`src/rtl/video_pattern_gen_if.sv`:
```
// AXI4-Stream video bus between the pattern generator and the scanout stage.
interface video_pattern_gen_if;
  logic [31:0] tdata;
  logic        tvalid;
  logic        tready;
  logic        tlast;
  logic        tuser;

  modport master (output tdata, output tvalid, output tlast, output tuser, input tready);
  modport slave  (input tdata, input tvalid, input tlast, input tuser, output tready);
endinterface

```
`src/rtl/video_pattern_gen.sv`:
```
// Synthetic AXI4-Stream frame source: solid/ramp/bars/checker patterns in
// 8/16/32-bit colour modes, framed with tuser (frame start) and tlast (line end).
module video_pattern_gen #(
  parameter int MAX_W     = 1280,
  parameter int MAX_H     = 1024,
  parameter int FRAME_GAP = 16
) (
  input  logic                       m_axis_vid_aclk,
  input  logic                       aresetn,
  input  logic                       cfg_enable,
  input  logic [11:0]                cfg_width,
  input  logic [11:0]                cfg_height,
  input  logic [2:0]                 cfg_colormode,
  input  logic [1:0]                 cfg_pattern,
  input  logic [31:0]                cfg_color,
  video_pattern_gen_if.master        m_axis_vid,
  output logic [15:0]                frame_count,
  output logic                       cfg_error
);

  typedef enum logic [1:0] {S_IDLE, S_ACTIVE, S_GAP} state_e;
  typedef enum logic [1:0] {MODE8, MODE16, MODE32} mode_e;

  // The IDLE decision cycle is itself idle, so GAP lasts one cycle less.
  localparam int unsigned GAP_LAST = (FRAME_GAP > 1) ? FRAME_GAP - 2 : 0;

  state_e      state_q, state_nxt;
  mode_e       mode_q, mode_nxt, mode_in;
  logic [1:0]  pat_q, pat_nxt;
  logic [31:0] color_q, color_nxt;
  logic [11:0] w_q, w_nxt, w_in;
  logic [11:0] h_q, h_nxt, h_in;
  logic [11:0] wpl_q, wpl_nxt, wpl_in;
  logic [11:0] x_q, x_nxt, y_q, y_nxt;
  logic [15:0] gap_q, gap_nxt;
  logic [15:0] fcnt_q, fcnt_nxt;
  logic [31:0] tdata_q, tdata_nxt;
  logic        tvalid_q, tvalid_nxt, tlast_q, tlast_nxt, tuser_q, tuser_nxt;
  logic        err_q, err_nxt, load_word;

  function automatic logic [31:0] make_word(input logic [11:0] xi, input logic [11:0] yi,
                                            input mode_e m, input logic [1:0] pat,
                                            input logic [31:0] color, input logic [11:0] w);
    logic [31:0] word;
    logic [13:0] p;
    logic [2:0]  b;
    logic        on;
    word = '0;
    case (m)
      MODE8: begin
        for (int unsigned k = 0; k < 4; k++) begin
          p  = {xi, 2'b00} + 14'(k);
          b  = p[8:6];
          on = p[4] ^ yi[4];
          if (p < {2'b00, w}) begin
            case (pat)
              2'd0:    word[8*k +: 8] = color[8*k +: 8];
              2'd1:    word[8*k +: 8] = p[7:0];
              2'd2:    word[8*k +: 8] = {5'b0, b};
              default: word[8*k +: 8] = {8{on}};
            endcase
          end
        end
      end
      MODE16: begin
        for (int unsigned k = 0; k < 2; k++) begin
          p  = {1'b0, xi, 1'b0} + 14'(k);
          b  = p[8:6];
          on = p[4] ^ yi[4];
          if (p < {2'b00, w}) begin
            case (pat)
              2'd0:    word[16*k +: 16] = color[16*k +: 16];
              2'd1:    word[16*k +: 16] = {p[4:0], p[5:0], p[4:0]};
              2'd2:    word[16*k +: 16] = {{5{b[2]}}, {6{b[1]}}, {5{b[0]}}};
              default: word[16*k +: 16] = {16{on}};
            endcase
          end
        end
      end
      default: begin
        p  = {2'b00, xi};
        b  = p[8:6];
        on = p[4] ^ yi[4];
        case (pat)
          2'd0:    word = color;
          2'd1:    word = {8'h00, p[7:0], p[7:0], p[7:0]};
          2'd2:    word = {8'h00, {8{b[2]}}, {8{b[1]}}, {8{b[0]}}};
          default: word = {32{on}};
        endcase
      end
    endcase
    return word;
  endfunction

  always_comb begin
    w_in    = (cfg_width  > 12'(MAX_W)) ? 12'(MAX_W) : cfg_width;
    h_in    = (cfg_height > 12'(MAX_H)) ? 12'(MAX_H) : cfg_height;
    mode_in = (cfg_colormode == 3'd0) ? MODE8 : (cfg_colormode == 3'd1) ? MODE16 : MODE32;
    case (mode_in)
      MODE8:   wpl_in = 12'(({1'b0, w_in} + 13'd3) >> 2);
      MODE16:  wpl_in = 12'(({1'b0, w_in} + 13'd1) >> 1);
      default: wpl_in = w_in;
    endcase
  end

  always_comb begin
    state_nxt  = state_q;
    mode_nxt   = mode_q;
    pat_nxt    = pat_q;
    color_nxt  = color_q;
    w_nxt      = w_q;
    h_nxt      = h_q;
    wpl_nxt    = wpl_q;
    x_nxt      = x_q;
    y_nxt      = y_q;
    gap_nxt    = gap_q;
    fcnt_nxt   = fcnt_q;
    tdata_nxt  = tdata_q;
    tvalid_nxt = tvalid_q;
    tlast_nxt  = tlast_q;
    tuser_nxt  = tuser_q;
    err_nxt    = 1'b0;
    load_word  = 1'b0;
    case (state_q)
      S_IDLE: begin
        if (cfg_enable) begin
          if (wpl_in != '0 && h_in != '0) begin
            mode_nxt   = mode_in;
            pat_nxt    = cfg_pattern;
            color_nxt  = cfg_color;
            w_nxt      = w_in;
            h_nxt      = h_in;
            wpl_nxt    = wpl_in;
            x_nxt      = '0;
            y_nxt      = '0;
            state_nxt  = S_ACTIVE;
            tvalid_nxt = 1'b1;
            tuser_nxt  = 1'b1;
            tlast_nxt  = (wpl_in == 12'd1);
            load_word  = 1'b1;
          end else begin
            err_nxt = 1'b1;
          end
        end
      end
      S_ACTIVE: begin
        if (m_axis_vid.tready) begin
          tuser_nxt = 1'b0;
          if (tlast_q && y_q == h_q - 12'd1) begin
            fcnt_nxt   = fcnt_q + 16'd1;
            tvalid_nxt = 1'b0;
            tlast_nxt  = 1'b0;
            tdata_nxt  = '0;
            gap_nxt    = '0;
            state_nxt  = (FRAME_GAP > 1) ? S_GAP : S_IDLE;
          end else if (tlast_q) begin
            x_nxt     = '0;
            y_nxt     = y_q + 12'd1;
            tlast_nxt = (wpl_q == 12'd1);
            load_word = 1'b1;
          end else begin
            x_nxt     = x_q + 12'd1;
            tlast_nxt = (x_q + 12'd1 == wpl_q - 12'd1);
            load_word = 1'b1;
          end
        end
      end
      S_GAP: begin
        if (gap_q == 16'(GAP_LAST)) state_nxt = S_IDLE;
        else                        gap_nxt   = gap_q + 16'd1;
      end
      default: state_nxt = S_IDLE;
    endcase
    // Next word is built from the next position and the config in force for it.
    if (load_word) tdata_nxt = make_word(x_nxt, y_nxt, mode_nxt, pat_nxt, color_nxt, w_nxt);
  end

  always_ff @(posedge m_axis_vid_aclk or negedge aresetn) begin
    if (!aresetn) begin
      state_q  <= S_IDLE;
      mode_q   <= MODE32;
      pat_q    <= '0;
      color_q  <= '0;
      w_q      <= '0;
      h_q      <= '0;
      wpl_q    <= '0;
      x_q      <= '0;
      y_q      <= '0;
      gap_q    <= '0;
      fcnt_q   <= '0;
      tdata_q  <= '0;
      tvalid_q <= 1'b0;
      tlast_q  <= 1'b0;
      tuser_q  <= 1'b0;
      err_q    <= 1'b0;
    end else begin
      state_q  <= state_nxt;
      mode_q   <= mode_nxt;
      pat_q    <= pat_nxt;
      color_q  <= color_nxt;
      w_q      <= w_nxt;
      h_q      <= h_nxt;
      wpl_q    <= wpl_nxt;
      x_q      <= x_nxt;
      y_q      <= y_nxt;
      gap_q    <= gap_nxt;
      fcnt_q   <= fcnt_nxt;
      tdata_q  <= tdata_nxt;
      tvalid_q <= tvalid_nxt;
      tlast_q  <= tlast_nxt;
      tuser_q  <= tuser_nxt;
      err_q    <= err_nxt;
    end
  end

  assign m_axis_vid.tdata  = tdata_q;
  assign m_axis_vid.tvalid = tvalid_q;
  assign m_axis_vid.tlast  = tlast_q;
  assign m_axis_vid.tuser  = tuser_q;
  assign frame_count       = fcnt_q;
  assign cfg_error         = err_q;

endmodule

```
`src/flat_wrapper.sv`:
```
// flat-port wrapper written by rule: the top's interface ports become plain ports
module video_pattern_gen_flat 
#(
  parameter int MAX_W     = 1280,
  parameter int MAX_H     = 1024,
  parameter int FRAME_GAP = 16
)
  (m_axis_vid_aclk, aresetn, cfg_enable, cfg_width, cfg_height, cfg_colormode, cfg_pattern, cfg_color, frame_count, cfg_error, m_axis_vid_tdata, m_axis_vid_tvalid, m_axis_vid_tlast, m_axis_vid_tuser, m_axis_vid_tready);
  video_pattern_gen_if m_axis_vid_i ();
  input  logic m_axis_vid_aclk;
  input  logic aresetn;
  input  logic cfg_enable;
  input  logic [11:0] cfg_width;
  input  logic [11:0] cfg_height;
  input  logic [2:0] cfg_colormode;
  input  logic [1:0] cfg_pattern;
  input  logic [31:0] cfg_color;
  output logic [15:0] frame_count;
  output logic cfg_error;
  output wire logic [$bits(m_axis_vid_i.tdata)-1:0] m_axis_vid_tdata;
  output wire logic [$bits(m_axis_vid_i.tvalid)-1:0] m_axis_vid_tvalid;
  output wire logic [$bits(m_axis_vid_i.tlast)-1:0] m_axis_vid_tlast;
  output wire logic [$bits(m_axis_vid_i.tuser)-1:0] m_axis_vid_tuser;
  input wire logic [$bits(m_axis_vid_i.tready)-1:0] m_axis_vid_tready;
  assign m_axis_vid_tdata = m_axis_vid_i.tdata;
  assign m_axis_vid_tvalid = m_axis_vid_i.tvalid;
  assign m_axis_vid_tlast = m_axis_vid_i.tlast;
  assign m_axis_vid_tuser = m_axis_vid_i.tuser;
  assign m_axis_vid_i.tready = m_axis_vid_tready;
  video_pattern_gen #(.MAX_W(MAX_W), .MAX_H(MAX_H), .FRAME_GAP(FRAME_GAP)) u_core (.m_axis_vid_aclk(m_axis_vid_aclk), .aresetn(aresetn), .cfg_enable(cfg_enable), .cfg_width(cfg_width), .cfg_height(cfg_height), .cfg_colormode(cfg_colormode), .cfg_pattern(cfg_pattern), .cfg_color(cfg_color), .m_axis_vid(m_axis_vid_i), .frame_count(frame_count), .cfg_error(cfg_error));
endmodule
```
`config.mk`:
```
export PLATFORM = sky130hd
export DESIGN_NAME = video_pattern_gen_flat
export DESIGN_NICKNAME = d
export VERILOG_FILES = /design/src/rtl/video_pattern_gen_if.sv /design/src/rtl/video_pattern_gen.sv /design/src/flat_wrapper.sv
export SDC_FILE = /design/constraint.sdc
export NUM_CORES = 1
export LEC_CHECK = 0
export ABC_CLOCK_PERIOD_IN_PS = 6700
export BUFFER_PORTS_ARGS = -buffer_cell sky130_fd_sc_hd__buf_2
export CAP_MARGIN = 20
export CORE_UTILIZATION = 55
export CTS_BUF_LIST = sky130_fd_sc_hd__clkbuf_4
export CTS_CLUSTER_DIAMETER = 120
export DETAILED_ROUTE_END_ITERATION = 10
export PLACE_DENSITY = 0.75
export SLEW_MARGIN = 5
export SYNTH_ARGS = -nofsm -noshare
export SYNTH_HDL_FRONTEND = slang
export SYNTH_SLANG_ARGS = --single-unit
```
`constraint.sdc`:
```
create_clock -name m_axis_vid_aclk -period 6.7 [get_ports m_axis_vid_aclk]
set_input_delay 1.34 -clock m_axis_vid_aclk [delete_from_list [all_inputs] [get_ports m_axis_vid_aclk]]
set_output_delay 1.34 -clock m_axis_vid_aclk [all_outputs]
set_load 0.01 [all_outputs]
```
Word level (Yosys, flattened, before mapping)
Index checks and enable logic that the tools add are counted.

$add $sub $neg: 12. Multipliers: 0. Divide/modulo/power cells: 0. $lt $le $gt $ge: 8. Equality and inequality tests: 20. Shift-type cells: 0. Multiplexer cells: 78. Bitwise logic cells: 7. Reduce and logical (&&, ||, !) cells: 22.

Operators by type and width (number): $mux 32 (7); $mux 12 (15); $pmux 16 s3 (2); $pmux 32 s3 (1); $pmux 8 s3 (4); $mux 16 (5); $pmux 12 s2 (3); $lt 14x12->1 (5); $pmux 32 s2 (1); $add 16x1->16 const B (2); $mux 8 (4); $pmux 16 s2 (1); $add 14x2->14 const B (2); $mux 2 (13); $add 12x1->12 const B (2); $eq 12x1->1 const B (2); $eq 12x12->1 (2); $gt 12x11->1 const B (2); $reduce_bool 12->1 (2); $sub 12x1->12 const B (2); $mux 1 (17); $eq 16x4->1 const B (1); $add 13x1->14 const B (1); $add 14x1->14 const B (1); other kinds (19) (50).

Flip-flop bits (word level): 166. Bits in latches: 0. Bits in writable memories: 0. ROM bits: 0. Input bits: 65. Output and inout port bits: 52. Logic and storage cells: 164. Memories kept: 0.

Depth between registers and ports, before layout
Word-level depth: 16. Mapped depth: 34. Depth with buffers taken out: 28.

Worst setup path after synthesis
Ideal clock, no wire load.

Path kind: input to register. From: input cfg_width[9]. To: register u_core.tdata_q[20], in the netlist u_core.m_axis_vid.tdata[20]. Setup time: 0.068 ns. Arrival time: 7.040 ns. Required time: 6.632 ns. Slack: -0.408 ns. Stages on the path: 32. Buffers on the path: 6. Cells stage by stage: buf_6 > o21ai_0 > nand3_1 > ha_1 > nand3b_1 > o21ai_0 > a31oi_1 > nor3_1 > nand4_2 > or4_1 > buf_4 > nand2_2 > buf_6 > buf_2 > clkbuf_1 > buf_2 > nand2_1 > o21ai_0 > inv_1 > ha_1 > a21o_1 > a21oi_1 > nor2b_1 > o21ai_0 > nand2b_1 > a21oi_1 > o311a_1 > o211ai_2 > a311oi_1 > a21bo_2 > a22oi_1 > a32o_1.

Elaborated cells between the ends (all ways): 51. Classes of those cells: add/sub: 4; order compare: 3; eq/ne: 3; mux: 30; bitwise: 3; reduce/logical: 8.

RTL lines: from (decl) (RTL line flat_wrapper.sv:13) `input logic [11:0] cfg_width;`; $gt 12x11->1 (RTL line video_pattern_gen.sv:96) `w_in = (cfg_width > 12'(MAX_W)) ? 12'(MAX_W) : cfg_width;`; $mux 12 (*) (RTL line video_pattern_gen.sv:96); $add 12x1->13 / $add 12x2->13 (equally long branches) (RTL line video_pattern_gen.sv:101, video_pattern_gen.sv:100); $pmux 12 s2 (RTL line video_pattern_gen.sv:99) `case (mode_in)`; $reduce_bool 12->1 (RTL line video_pattern_gen.sv:127) `if (wpl_in != '0 && h_in != '0) begin`; $logic_and 1x1->1 (RTL line video_pattern_gen.sv:127); $mux 12 (*) (RTL line video_pattern_gen.sv:127); $mux 12 (*) (RTL line video_pattern_gen.sv:126) `if (cfg_enable) begin`; $mux 12 (*) (RTL line video_pattern_gen.sv:124) `case (state_q)`; named net u_core.w_nxt[7] (RTL line video_pattern_gen.sv:31) `logic [11:0] w_q, w_nxt, w_in;`; $lt 14x12->1 (on tied branches) (RTL line video_pattern_gen.sv:70, video_pattern_gen.sv:55); $mux 16 / $mux 8 (equally long branches) (RTL line video_pattern_gen.sv:70, video_pattern_gen.sv:55); $pmux 32 s2 (*) (RTL line video_pattern_gen.sv:49) `case (m)`; $mux 32 (*) (RTL line video_pattern_gen.sv:175) `if (load_word) tdata_nxt = make_word(x_nxt, y_nxt, mode_nxt, pat_nxt, color_nxt, w_nxt);`; to (signal assigned) (RTL line video_pattern_gen.sv:208) `tdata_q <= tdata_nxt;`; to (decl) (RTL line video_pattern_gen.sv:37) `logic [31:0] tdata_q, tdata_nxt;`.

The timed path passes the listed nets; every way through them passes the cells marked *. The select of a mux whose other input is x is not followed. A chain may end at the register's enable or synchronous reset.

Worst setup path after layout
From: input cfg_width[9]. To: register u_core.tdata_q[10], in the netlist u_core.m_axis_vid.tdata[10].

Elaborated cells between the ends (all ways): 50. Classes of those cells: add/sub: 3; order compare: 3; eq/ne: 3; mux: 30; bitwise: 3; reduce/logical: 8.

RTL lines: $gt 12x11->1 (RTL line video_pattern_gen.sv:96); $mux 12 (*) (RTL line video_pattern_gen.sv:96); $add 12x1->13 / $add 12x2->13 (equally long branches) (RTL line video_pattern_gen.sv:101, video_pattern_gen.sv:100); $pmux 12 s2 (*) (RTL line video_pattern_gen.sv:99); $reduce_bool 12->1 (*) (RTL line video_pattern_gen.sv:127); $logic_and 1x1->1 (*) (RTL line video_pattern_gen.sv:127); $mux 12 (*) (RTL line video_pattern_gen.sv:127); $mux 12 (*) (RTL line video_pattern_gen.sv:126); $pmux 12 s2 (*) (RTL line video_pattern_gen.sv:124); named net u_core.x_nxt[6] (RTL line video_pattern_gen.sv:34) `logic [11:0] x_q, x_nxt, y_q, y_nxt;`; $add 14x1->14 (RTL line video_pattern_gen.sv:52) `p = {xi, 2'b00} + 14'(k);`; $lt 14x12->1 / $pmux 8 s3 (equally long branches) (RTL line video_pattern_gen.sv:55, video_pattern_gen.sv:56); $mux 8 (RTL line video_pattern_gen.sv:55) `if (p < {2'b00, w}) begin`; $pmux 32 s2 (*) (RTL line video_pattern_gen.sv:49); $mux 32 (*) (RTL line video_pattern_gen.sv:175).

Marks and branches as above.

==> metrics <==
outcome=completed; CTS Hold Bufs=0; Seq pwr share=31.6%; CTS H-Tree Depth=4; Required @ worst endpoint=7.24 ns; Post-Syn Area=about 11000 um^2; Yosys top cell by area=dfrtp_1; WP data arrival=6.90 ns; Final Critical Period=6.365 ns; worst-case vdd ir drop=179.4 uV; Clock Latency Late Sink=0.61 ns; logic gate share of total power=55.7%; hpwl dp=23950 um; top post-synthesis cells by area=dfrtp_1, nand2_1, o21ai_0; RSZ-0062 raised after global routing=false; Clk pwr share=12.7%; Worst Tran Pin Value=0.9744 ns; sw frac=47.29%; relative slew slack=34.50%; most frequent CP cell=o21ai_0; I/O pins=117; clk_skew=0.02873 ns; grt total ovfl=0; Yosys top cell area share=36.93%; Leak=0.005800 uW; pwr/cell area=~400 nW/um^2; worst setup margin=0.3352 ns; worst hold path class=reg2reg; count of different cell masters after synthesis=92; Starting Density=between 50% and 60%; switching power=2321 uW; design area=12400 um^2; #FFs+latches synth=about 170; vias in the first global route=9603; setup violators final=0; Core Box Area=19720 um^2; router iterations before antenna repair=8; Async S/R FF share, synth=100.0%; clk buf depth=2; Post-synth EDFFs=0; ys flop type=dfrtp_1; Post-Syn Nets=1411; share of layout cells above drive strength 1=~17%; placed cell area=between 10000 and 15000 um^2; CTS Buf Count=17; Syn-to-layout area delta=10.89%; Total Power=4910 uW; Max FO, Critical Path=10; Worst-path clk slew=0.18 ns; Final Max Slew Viols=0; die width=144.6 um; port buffer count=approximately 120; Post-route DRC=0; Cell Rows=51; Die Y=144.6 um; sequential area share after synthesis=37.16%; Placement Setup Slack=-0.1311 ns; Die ar.=between 20000 and 25000 um^2; TritonCTS clock tree=done; Post-CTS Resized=0; number of DRC markers in iteration 0=891; Root Buffer Master=clkbuf_4; CTS Sinks=166; largest net degree at the start of global routing=slightly below 90; CP Capture Type=flip-flop; DR vias=~11000; Final ANT Viol Nets=0; nets=between 1500 and 2000; FMAX=157.1 MHz; RePlAce Congestion=0.9924; CP top delay family=compound AO/OA/AOI/OAI gates; Total GRT Usage=about a third; initial antenna violation count=1; max-capacitance violation count=0; final wirelength=32270 um; CP peak stage delay=~0.67 ns; syn_area_per_cell=8.503 um^2; P_int=2588 uW; fin crit share=95.00%; Mapped Cells=1315; first-pass GRT wire length=between 50000 and 60000 um; worst setup path class=in2reg; Ys Warns=0; Final Hold Fails=0; DR WL/cell=19.00 um; Post-Route Setup TNS=0 ns; CP max-delay cell=or4_1; vias per cell=6.221; postcts setup bufs=0; buffers and inverters on the worst path=2; CP startpoint kind=input port
## stage by stage
stage | hold WS [ns] | utilization (%) | std cells
finish | 0.4892 | 62.88 | 1698
global route | 0.4988 | 62.88 | 1698
CTS | 0.4835 | 62.73 | 1696
detailed placement | 0.4589 | 61.17 | 1664
global placement | 0.4496 | 61.17 | 1664
floorplan | 0.4374 | - | 1315
## sequential cells by signal (all words and copies together) (netlist names)
register                  count
u_core.cfg_error              1
u_core.color_q               32
u_core.frame_count           16
u_core.gap_q                 16
u_core.h_q                   12
u_core.m_axis_vid.tdata      32
u_core.m_axis_vid.tlast       1
u_core.m_axis_vid.tuser       1
u_core.m_axis_vid.tvalid      1
u_core.mode_q                 2
u_core.pat_q                  2
u_core.state_q                2
u_core.w_q                   12
u_core.wpl_q                 12
u_core.x_q                   12
u_core.y_q                   12
## final timing paths
check | startpoint | end | slack [ns] | cells after the start
min in group asynchronous | aresetn | u_core.h_q[11] | 0.74 | 1
max reg2reg | u_core.h_q[2] | u_core.m_axis_vid.tdata[10] | 0.79 | 21
min reg2reg | u_core.frame_count[15] | u_core.frame_count[15] | 0.49 | 1
min | u_core.frame_count[15] | u_core.frame_count[15] | 0.49 | 1
max | cfg_width[9] | u_core.m_axis_vid.tdata[10] | 0.34 | 27
max in group asynchronous | aresetn | u_core.color_q[21] | 4.70 | 3
## cell usage in the layout (no fill, tap or decap), types with 6 or more instances in the layout
| cell type | Yosys | layout |
|---|---|---|
| a211oi_1 | 12 | 12 |
| a21o_1 | 15 | 15 |
| a21oi_1 | 55 | 55 |
| a311oi_1 | 7 | 6 |
| a31oi_1 | 11 | 11 |
| a32o_1 | 34 | 34 |
| and2_1 | 7 | 7 |
| and3_1 | 20 | 20 |
| buf_2 | 18 | 115 |
| buf_4 | 5 | 42 |
| clkbuf_4 | 0 | 17 |
| dfrtp_1 | 165 | 165 |
| ha_1 | 31 | 31 |
| inv_1 | 50 | 50 |
| inv_8 | 0 | 7 |
| mux2i_1 | 12 | 12 |
| nand2_1 | 199 | 199 |
| nand2b_1 | 16 | 16 |
| nand3_1 | 81 | 81 |
| nand4_1 | 18 | 18 |
| nor2_1 | 90 | 88 |
| nor2b_1 | 10 | 10 |
| nor3_1 | 27 | 27 |
| nor4_1 | 11 | 11 |
| o2111ai_1 | 7 | 7 |
| o211ai_1 | 17 | 17 |
| o21a_1 | 7 | 7 |
| o21ai_0 | 91 | 90 |
| o221ai_1 | 11 | 11 |
| o22ai_1 | 12 | 12 |
| o31ai_1 | 6 | 6 |
| o41ai_1 | 6 | 6 |
| or2_2 | 8 | 8 |
| or3_1 | 16 | 16 |
| xnor2_1 | 46 | 46 |
| xor2_1 | 43 | 43 |
## kinds of logic (layout without fill, tap and decap cells)
family | Yosys count | in the layout | synth area share, %
AND/OR/NAND/NOR | 545 | 545 | 24.10
AO/OA/AOI/OAI | 344 | 344 | 21.73
flip-flops | 166 | 166 | 37.16
buffers and inverters | 124 | 241 | 5.069
XOR/XNOR | 89 | 89 | 6.971
adder cells (fa/ha/maj) | 32 | 32 | 3.558
multiplexers | 15 | 15 | 1.410
other | 0 | 1 | 0
## worst reg2reg max path: cells and delay by family (launching register included)
family | cells | cell delay, ns
flip-flops | 1 | 0.50
AO/OA/AOI/OAI | 14 | 3.39
AND/OR/NAND/NOR | 6 | 1.70
adder cells (fa/ha/maj) | 1 | 0.25
## power by group through the flow
stage	Sequential, uW	Clock, uW	Combinational [uW]
4_1_cts	1540	640	2680
3_5_place_dp	1560	0	2670
5_1_grt	1580	682	2990
2_1_floorplan	1500	0	1970
3_3_place_gp	1550	0	2620
6_report	1550	624	2730
## cell type report
| cell class | count | area (um^2) |
|---|---|---|
| Antenna cell | 1 | 2.502 |
| Tap cell | 265 | 331.6 |
| Clock buffer | 17 | 127.6 |
| Timing Repair Buffer | 159 | 929.6 |
| Inverter | 50 | 187.7 |
| Clock inverter | 15 | 180.2 |
| Multi-Input combinational cell | 1025 | 6485 |
| Fill cell | 1737 | 7318 |
| Sequential cell | 166 | 4155 |
## cells in the mapped netlist (all sizes together) (17+ instances only)
| master | n |
|---|---|
| o211ai | 19 |
| xor2 | 43 |
| o21ai | 92 |
| and3 | 20 |
| a21oi | 58 |
| nor2 | 92 |
| buf | 33 |
| nor3 | 28 |
| xnor2 | 46 |
| nand2b | 17 |
| nand4 | 21 |
| inv | 50 |
| ha | 31 |
| nand2 | 202 |
| dfrtp | 165 |
| nand3 | 83 |
| clkbuf | 41 |
| a32o | 34 |
## routing by layer
layer	up-vias	track usage, %	part of all wire [%]
li1	4977	-	-
met1	5031	45.28	45
met2	481	48.28	45
met3	75	5.265	8.1
met4	0	11.63	2.7
met5	-	0	0
(Power assumes the default switching activity.)
